--- src/rtl/delta_encoder_multichannel.sv ---
`default_nettype none
// ============================================================================
// delta_encoder_multichannel: TDM delta-modulation spike encoder, latency 2.
// Optional DM_FIRST_SAMPLE_INIT_EN primes each channel's ref from its first sample.
// Revision: 1.0
// ============================================================================
module delta_encoder_multichannel #(
  parameter int CHANNELS   = 16,
  parameter int WIDTH      = 16,
  parameter int CNT_W      = 3,
  parameter int DELTA_INIT = 16,
  localparam int CH_W      = $clog2(CHANNELS)
) (
  input  logic                    clk,
  input  logic                    rst,
  input  logic                    in_valid_i,
  input  logic [CH_W-1:0]         in_ch_i,
  input  logic signed [WIDTH-1:0] in_data_i,
  input  logic                    cfg_we_i,
  input  logic [CH_W-1:0]         cfg_ch_i,
  input  logic [WIDTH-2:0]        cfg_delta_i,
  output logic                    out_valid_o,
  output logic [CH_W-1:0]         out_ch_o,
  output logic                    out_pos_o,
  output logic                    out_neg_o,
  output logic [CNT_W-1:0]        out_count_o,
  output logic signed [WIDTH-1:0] out_recon_o
);

  localparam int MAXC = 2**CNT_W - 1;
  localparam int PW   = WIDTH - 1 + CNT_W;
  localparam int CW   = WIDTH + CNT_W;
  localparam logic [CH_W:0] NCH = (CH_W+1)'(CHANNELS);

  logic signed [WIDTH-1:0] ref_q   [CHANNELS];
  logic [WIDTH-2:0]        delta_q [CHANNELS];

  logic                    s1_valid_q;
  logic [CH_W-1:0]         s1_ch_q;
  logic signed [WIDTH-1:0] s1_data_q;
  logic signed [WIDTH-1:0] s1_ref_q;
  logic [WIDTH-2:0]        s1_delta_q;

  logic                    out_valid_q;
  logic [CH_W-1:0]         out_ch_q;
  logic                    out_pos_q;
  logic                    out_neg_q;
  logic [CNT_W-1:0]        out_count_q;
  logic signed [WIDTH-1:0] out_recon_q;

`ifdef DM_FIRST_SAMPLE_INIT_EN
  logic primed_q [CHANNELS];
  logic s1_primed_q;
`endif

  logic                    in_ok_d;
  logic                    cfg_ok_d;
  logic                    fwd_d;
  logic signed [WIDTH:0]   diff_d;
  logic [WIDTH:0]          mag_d;
  logic [CNT_W-1:0]        count_d;
  logic [PW-1:0]           step_d;
  logic signed [WIDTH-1:0] new_ref_d;
  logic                    pos_d;
  logic                    neg_d;

  assign in_ok_d  = in_valid_i && ({1'b0, in_ch_i} < NCH);
  assign cfg_ok_d = cfg_we_i && ({1'b0, cfg_ch_i} < NCH);
  // The sample in stage 1 writes back on the same edge that captures the next read.
  assign fwd_d    = s1_valid_q && (s1_ch_q == in_ch_i);

  always_comb begin
    diff_d  = {s1_data_q[WIDTH-1], s1_data_q} - {s1_ref_q[WIDTH-1], s1_ref_q};
    mag_d   = diff_d[WIDTH] ? $unsigned(-diff_d) : $unsigned(diff_d);
    count_d = '0;
    for (int k = 1; k <= MAXC; k++) begin
      if (CW'(mag_d) > CW'(PW'($unsigned(k)) * PW'(s1_delta_q)))
        count_d = CNT_W'($unsigned(k));
    end
    // Strict compare keeps step below |diff|, so it fits in WIDTH bits.
    step_d    = PW'(count_d) * PW'(s1_delta_q);
    new_ref_d = s1_ref_q;
    pos_d     = 1'b0;
    neg_d     = 1'b0;
    if (count_d != '0) begin
      if (diff_d[WIDTH]) begin
        neg_d     = 1'b1;
        new_ref_d = $signed($unsigned(s1_ref_q) - step_d[WIDTH-1:0]);
      end else begin
        pos_d     = 1'b1;
        new_ref_d = $signed($unsigned(s1_ref_q) + step_d[WIDTH-1:0]);
      end
    end
`ifdef DM_FIRST_SAMPLE_INIT_EN
    if (!s1_primed_q) begin
      count_d   = '0;
      pos_d     = 1'b0;
      neg_d     = 1'b0;
      new_ref_d = s1_data_q;
    end
`endif
  end

  always_ff @(posedge clk) begin
    if (rst) begin
      for (int i = 0; i < CHANNELS; i++) begin
        ref_q[i]   <= '0;
        delta_q[i] <= (WIDTH-1)'(DELTA_INIT);
`ifdef DM_FIRST_SAMPLE_INIT_EN
        primed_q[i] <= 1'b0;
`endif
      end
`ifdef DM_FIRST_SAMPLE_INIT_EN
      s1_primed_q <= 1'b0;
`endif
      s1_valid_q  <= 1'b0;
      s1_ch_q     <= '0;
      s1_data_q   <= '0;
      s1_ref_q    <= '0;
      s1_delta_q  <= '0;
      out_valid_q <= 1'b0;
      out_ch_q    <= '0;
      out_pos_q   <= 1'b0;
      out_neg_q   <= 1'b0;
      out_count_q <= '0;
      out_recon_q <= '0;
    end else begin
      if (cfg_ok_d)
        delta_q[cfg_ch_i] <= cfg_delta_i;
      s1_valid_q <= in_ok_d;
      if (in_ok_d) begin
        s1_ch_q    <= in_ch_i;
        s1_data_q  <= in_data_i;
        s1_delta_q <= delta_q[in_ch_i];
        s1_ref_q   <= fwd_d ? new_ref_d : ref_q[in_ch_i];
`ifdef DM_FIRST_SAMPLE_INIT_EN
        s1_primed_q <= fwd_d ? 1'b1 : primed_q[in_ch_i];
`endif
      end
      out_valid_q <= s1_valid_q;
      if (s1_valid_q) begin
        ref_q[s1_ch_q] <= new_ref_d;
`ifdef DM_FIRST_SAMPLE_INIT_EN
        primed_q[s1_ch_q] <= 1'b1;
`endif
        out_ch_q    <= s1_ch_q;
        out_pos_q   <= pos_d;
        out_neg_q   <= neg_d;
        out_count_q <= count_d;
        out_recon_q <= new_ref_d;
      end
    end
  end

  assign out_valid_o = out_valid_q;
  assign out_ch_o    = out_ch_q;
  assign out_pos_o   = out_pos_q;
  assign out_neg_o   = out_neg_q;
  assign out_count_o = out_count_q;
  assign out_recon_o = out_recon_q;

endmodule
`default_nettype wire

--- config.mk ---
export PLATFORM = sky130hd
export DESIGN_NAME = delta_encoder_multichannel
export DESIGN_NICKNAME = d
export VERILOG_FILES = /design/src/rtl/delta_encoder_multichannel.sv
export SDC_FILE = /design/constraint.sdc
export NUM_CORES = 1
export LEC_CHECK = 0
export ABC_CLOCK_PERIOD_IN_PS = 10700
export BUFFER_PORTS_ARGS = -buffer_cell sky130_fd_sc_hd__buf_2
export CAP_MARGIN = 20
export CELL_PAD_IN_SITES_DETAIL_PLACEMENT = 1
export CELL_PAD_IN_SITES_GLOBAL_PLACEMENT = 1
export CORE_ASPECT_RATIO = 0.5
export CORE_MARGIN = 1.5
export CORE_UTILIZATION = 47
export CTS_CLUSTER_DIAMETER = 120
export DETAILED_ROUTE_END_ITERATION = 12
export GPL_ROUTABILITY_DRIVEN = 0
export PLACE_DENSITY = 0.86
export RECOVER_POWER = 25
export SLEW_MARGIN = 20
export SYNTH_ARGS = -nofsm -noshare
export SYNTH_HDL_FRONTEND = slang
export SYNTH_SLANG_ARGS = --single-unit
--- constraint.sdc ---
create_clock -name clk -period 10.7 [get_ports clk]
set_clock_uncertainty 0.2 [all_clocks]
set_input_delay 0.535 -clock clk [delete_from_list [all_inputs] [get_ports clk]]
set_output_delay 0.535 -clock clk [all_outputs]
set_load 0.02 [all_outputs]
**After elaboration in Yosys (flattened, before gate mapping)**

Memory sizes are Yosys's and may differ from the RTL's. A register that Yosys moved wholly into a read port is not among the register bits.
Cells that the tools add are included.

- Bits in writable memories: 496
- Bits in registers: 47
- Output and inout bits: 26
- Memories: 2
- Word-level logic and storage cells: 58
- Bits of input ports: 43

Memories:

| name | depth | bits a word | rd ports | clocked after Yosys merged registers in | write ports | line | RTL |
|---|---|---|---|---|---|---|---|
| ref_q | 16 | 16 | 1 | 1 | 16 | 35 | `logic signed [WIDTH-1:0] ref_q [CHANNELS];` |
| delta_q | 16 | 15 | 1 | 1 | 16 | 36 | `logic [WIDTH-2:0] delta_q [CHANNELS];` |

- Order comparisons: 7
- Multiplexer cells: 28
- Reduce and logical (&&, ||, !) cells: 3
- $mul: 5
- $add $sub $neg: 4

Operators by type and width:

| kind | count |
|---|---|
| greater-than comparator 17 x 18 -> 1 bit | 3 |
| two-way mux 16 bit | 3 |
| multiplier 3 x 15 -> 18 bit (first input constant) | 2 |
| greater-than comparator 17 bit | 2 |
| multiplier 2 x 15 -> 17 bit (first input constant) | 2 |
| greater-than comparator 17 x 15 -> 1 bit | 1 |
| greater-than comparator 17 x 16 -> 1 bit | 1 |
| two-way mux 17 bit | 1 |
| negator 17 bit | 1 |
| subtractor 16 x 16 -> 17 bit | 1 |
| adder 16 bit | 1 |
| multiplier 3 x 15 -> 16 bit | 1 |
| OR reduction 16 bit | 1 |
| subtractor 16 bit | 1 |
| two-way mux 1 bit | 15 |
| two-way mux 15 bit | 1 |
| OR reduction 15 bit | 1 |
| two-way mux 3 bit | 4 |
| two-way mux 4 bit | 2 |
| two-way mux 2 bit | 2 |
| nonzero test 3 bit | 1 |

**Logic depth before layout (Yosys ltp)**

- Word-level depth: 16
- Gate-level depth with buffers: 54
- Depth with buffers taken out: 51

**Least setup slack after synthesis**

Ideal clock, no wire load.

- Path type: reg2reg
- Start: reg s1_data_q[0]
- End: mem ref_q[11][15], data pin
- Stages on the path, launching flop included: 54
- Period minus slack after synthesis: 10,943 ps
- Required time: 10,236 ps
- Setup slack: -243 ps
- Data arrival time: 10,479 ps
- Cell sequence: dfxtp_1 > inv_1 > ha_1 > fa_1 > nand2b_1 > a21oi_2 > a31oi_1 > a21oi_2 > or2_1 > buf_4 > clkbuf_1 > nor2_1 > xnor2_1 > ha_1 > a21o_1 > a21o_1 > a21oi_1 > o211ai_1 > [18 not listed] > nand2_1 > a21o_1 > o21ai_0 > xor2_1 > ha_1 > or3_1 > a211o_1 > a31o_2 > a21oi_1 > o21ai_0 > xor2_1 > inv_1 > o32a_1 > o211ai_2 > xor2_1 > o21ai_2 > buf_6 > a21oi_2

RTL lines:

| item | line | RTL |
|---|---|---|
| start, declared | 40 | `logic signed [WIDTH-1:0] s1_data_q;` |
| start signal, assigned | 133 | `s1_data_q <= in_data_i;` |
| end, declared | 35 |  |

**Worst setup path after layout**

- Start: reg s1_ref_q[12], read port of ref_q
- End: reg out_recon_q[15], in the netlist out_recon_o[15]

- Word-level cells in the longest chain between the ends: 15

RTL lines:

| item | line | RTL |
|---|---|---|
| start, declared | 41 | `logic signed [WIDTH-1:0] s1_ref_q;` |
| subtractor 16 x 16 -> 17 bit | 73 | `diff_d = {s1_data_q[WIDTH-1], s1_data_q} - {s1_ref_q[WIDTH-1], s1_ref_q};` |
| negator 17 bit | 74 | `mag_d = diff_d[WIDTH] ? $unsigned(-diff_d) : $unsigned(diff_d);` |
| two-way mux 17 bit | 74 |  |
| greater-than comparator 17 x 15 -> 1 bit | 77 | `if (CW'(mag_d) > CW'(PW'($unsigned(k)) * PW'(s1_delta_q)))` |
| two-way mux 1 bit | 77 |  |
| two-way mux 2 bit (2 in a row) | 77 |  |
| two-way mux 3 bit (4 in a row) | 77 |  |
| multiplier 3 x 15 -> 16 bit | 81 | `step_d = PW'(count_d) * PW'(s1_delta_q);` |
| adder 16 bit or subtractor 16 bit (tied branches) | 91, 88 |  |
| two-way mux 16 bit | 86 | `if (diff_d[WIDTH]) begin` |
| two-way mux 16 bit * | 85 | `if (count_d != '0) begin` |
| end signal, assigned | 150 | `out_recon_q <= new_ref_d;` |
| end, declared | 49 | `logic signed [WIDTH-1:0] out_recon_q;` |

Every way passes the cells marked *; elsewhere a longest branch is shown, timed or not.
A chain may end at the register's enable or synchronous reset.

==> metrics.txt <==
number of flops mapped to enable cells by yosys 496; Hold Violations, Final 0; commonest non-fill, non-tap cell in the layout edfxtp_1; Syn Inst Count 2,790; synthesized flop and latch total 574; # IOs 69; Chip Width 380.2 microns; area leader, netlist edfxtp_1; Synth Warn # 0; initial antenna violation count 5; WP data required 11,000 ps; top_reg_cell synth edfxtp_1; WL met3 16.89 mm; min-delay worst type primary input to flop; Final setup viols 54; Clock Latency Late Sink 650 ps; # DRC 0; Seq/Total Area, Yosys 0.4921; DIE AREA 0.07286 sq mm; Core Rows 68; drt initial violations 3,986; Tot GR Track Use 0.3186; total CTS buffers 52; effective utilization at floorplan 0.4799; leakage 14.81 nW; hpwl dp 73.56 mm; endpoint class of the critical path flop; RSZ-0062 raised after global routing yes; fillers 6,980; Area growth syn-to-layout 14.53%; Fmax 0.08853 GHz; Crit-path slowest cell fa_1; CTS Sinks 574; FFs w/ async S/R, synth 0; drt pass-1 iters 6; Syn Std Cell Area 0.03344 sq mm; Via density 6.844; number of nets in the layout 3,240; Synth area leaders edfxtp_1 45%, mux4_2 10%, ha_1 7.6%; max layer used met5; height of the die 191.6 microns; slew margin rel. -0.1568; kind of critical path flop to flop; Tcrit/Tclk final 1.056; Synth cell types 95; crit-path max cell delay 480 ps; total negative slack -21,180 ps; core box area 0.06968 sq mm; Post-Layout Inst Area 0.03830 sq mm; crit path max fanout 8; TritonCTS clock tree yes; Setup crit start kind flop; clock slew at reported path FFs 70 ps; WL met2 59.81 mm; Critical Path AT 11,590 ps; vias in the first global route 26,533; ratio of cells with drive above 1 in the final layout 0.2233; GRT overflow 0; most frequent cells in the layout 496 x edfxtp_1, 424 x nor2_1, 212 x and2_1; Wirelength per Cell 32.73 microns; wire length of the first global-routing pass 174.4 mm; Root Driver clkbuf_16; Yosys top cell area share 0.4454; Post-DRT Antenna Nets 0; met1 wire length 44.81 mm; CTS H-Tree Depth 2; largest net degree at the start of global routing 91; area post-placement 0.03539 sq mm; Worst VDD drop 506.2 uV; Post-Route WL 129.1 mm; fin. max-slew vios 38; CP most frequent cell a21o_1; vias 27,001; Tmin final 11,300 ps; Worst-Margin Slew 1735 ps; CTS Buffer Depth 3; syn_area_per_cell 11.99 sq um; Port-buffer cells 68; setup slack after layout -595.7 ps; Syn Nets 3,070; status finished with violations; MaxCap Viol Count 1; Power Density 278.5 mW/mm^2; violated checks max-capacitance violations, max-slew violations, negative setup slack
-- cell usage after synthesis, drive strengths merged (5+ instances only) --
cell type,number
nand4,26
a211oi,47
inv,108
edfxtp,496
and2,235
and3,11
nand2,107
xnor2,63
o211a,5
nor4,5
o21ai,73
nor2,431
nor3,39
a21o,41
mux4,155
o211ai,14
a31oi,10
o221ai,5
buf,36
xor2,28
fa,33
or3,21
or2,21
ha,204
mux2i,54
a21boi,9
o21a,27
a2111oi,8
a21oi,124
clkbuf,113
o31ai,9
o21bai,8
nor2b,16
dfxtp,78
nand2b,41
nand3,26
-- path summary, 6_finish.rpt --
kind	slack, ps	endpoint	from	cells after the start
setup / recovery	-600	out_recon_o[15]$_SDFFE_PP0P_	s1_ref_q[12]$_SDFFE_PP0P_	47
hold reg to reg	290	out_count_o[1]$_SDFFE_PP0P_	out_count_o[1]$_SDFFE_PP0P_	2
setup reg to reg	-600	out_recon_o[15]$_SDFFE_PP0P_	s1_ref_q[12]$_SDFFE_PP0P_	47
hold / removal	20	s1_data_q[14]$_SDFFE_PP0P_	in_data_i[14]	3
-- stage by stage --
stage	power, W	utilization	cells	hold WS [ps]	setup WS, ps
2_1_floorplan	0.005684	-	2790	260.4	51.42
3_3_place_gp	0.007349	0.5078	3783	269.0	7.007
3_5_place_dp	0.007640	0.5078	3783	276.7	-545.0
4_1_cts	0.009749	0.5381	3906	6.423	27.48
5_1_grt	0.01084	0.5495	3941	31.93	-793.3
6_report	0.01067	0.5496	3945	15.81	-595.7
-- cell families after synthesis --
logic type | after synthesis | share of synthesized area
multiplexers | 211 | 0.1217
buffers and inverters | 257 | 0.03109
AND/OR/NAND/NOR | 996 | 0.1459
XOR/XNOR | 91 | 0.02406
flip-flops | 574 | 0.4921
adder cells (fa/ha/maj) | 238 | 0.09638
AO/OA/AOI/OAI | 423 | 0.08886
-- sequential cells by signal, summed over array words and instances (netlist names) --
| name | cells |
|---|---|
| out_recon_o | 16 |
| s1_data_q | 16 |
| s1_ch_q | 4 |
| ref_q | 256 |
| out_neg_o | 1 |
| out_pos_o | 1 |
| out_valid_o | 1 |
| out_count_o | 3 |
| out_ch_o | 4 |
| s1_delta_q | 15 |
| delta_q | 240 |
| s1_ref_q | 16 |
| s1_valid_q | 1 |
-- power by group --
part / total, W / leakage (nW) / internal (W) / switching, W
combinational: 0.00606 / 8.45 / 0.00199 / 0.00407
clock: 0.00194 / 0.786 / 0.000987 / 0.000957
sequential: 0.00267 / 5.58 / 0.00257 / 0.0000947
total: 0.0107 / 14.8 / 0.00554 / 0.00512
-- worst max-delay path, delay by kind of cell, from the launching register on --
| family | cells | cell delay [ps] |
|---|---|---|
| and+or+nand+nor | 6 | 1060 |
| xor gates and xnor gates | 4 | 940 |
| DFF | 1 | 430 |
| muxes | 1 | 210 |
| adders and majority gates | 6 | 2080 |
| AOI/OAI and AO/OA | 24 | 5270 |
| buffers and inverters | 6 | 930 |
-- metal layers --
layer	global-route usage	vias to the layer above
li1	-	10574
met4	0.1174	6
met5	0	-
met1	0.4029	13418
met2	0.5357	2371
met3	0.07715	632
-- area by class of cell --
class	instances	area, sq um	share of cell area
Antenna cell	4	10.01	0.0002613
Clock buffer	70	1420	0.03708
Clock inverter	20	201.4	0.005260
Inverter	108	409.1	0.01068
Multi-Input combinational cell	1960	16620	0.4339
Sequential cell	574	16480	0.4302
Tap cell	945	1182	0.03087
Timing Repair Buffer	264	1984	0.05181
-- repair_timing --
item	in CTS	in global routing
pin swaps	19	67
setup buffers	20	33
endpoints found under the setup margin	35	54
gates cloned	1	2
hold endpoints to repair	12	0
hold buffers	12	0
resized for setup	45	119
(Power assumes the default switching activity.)
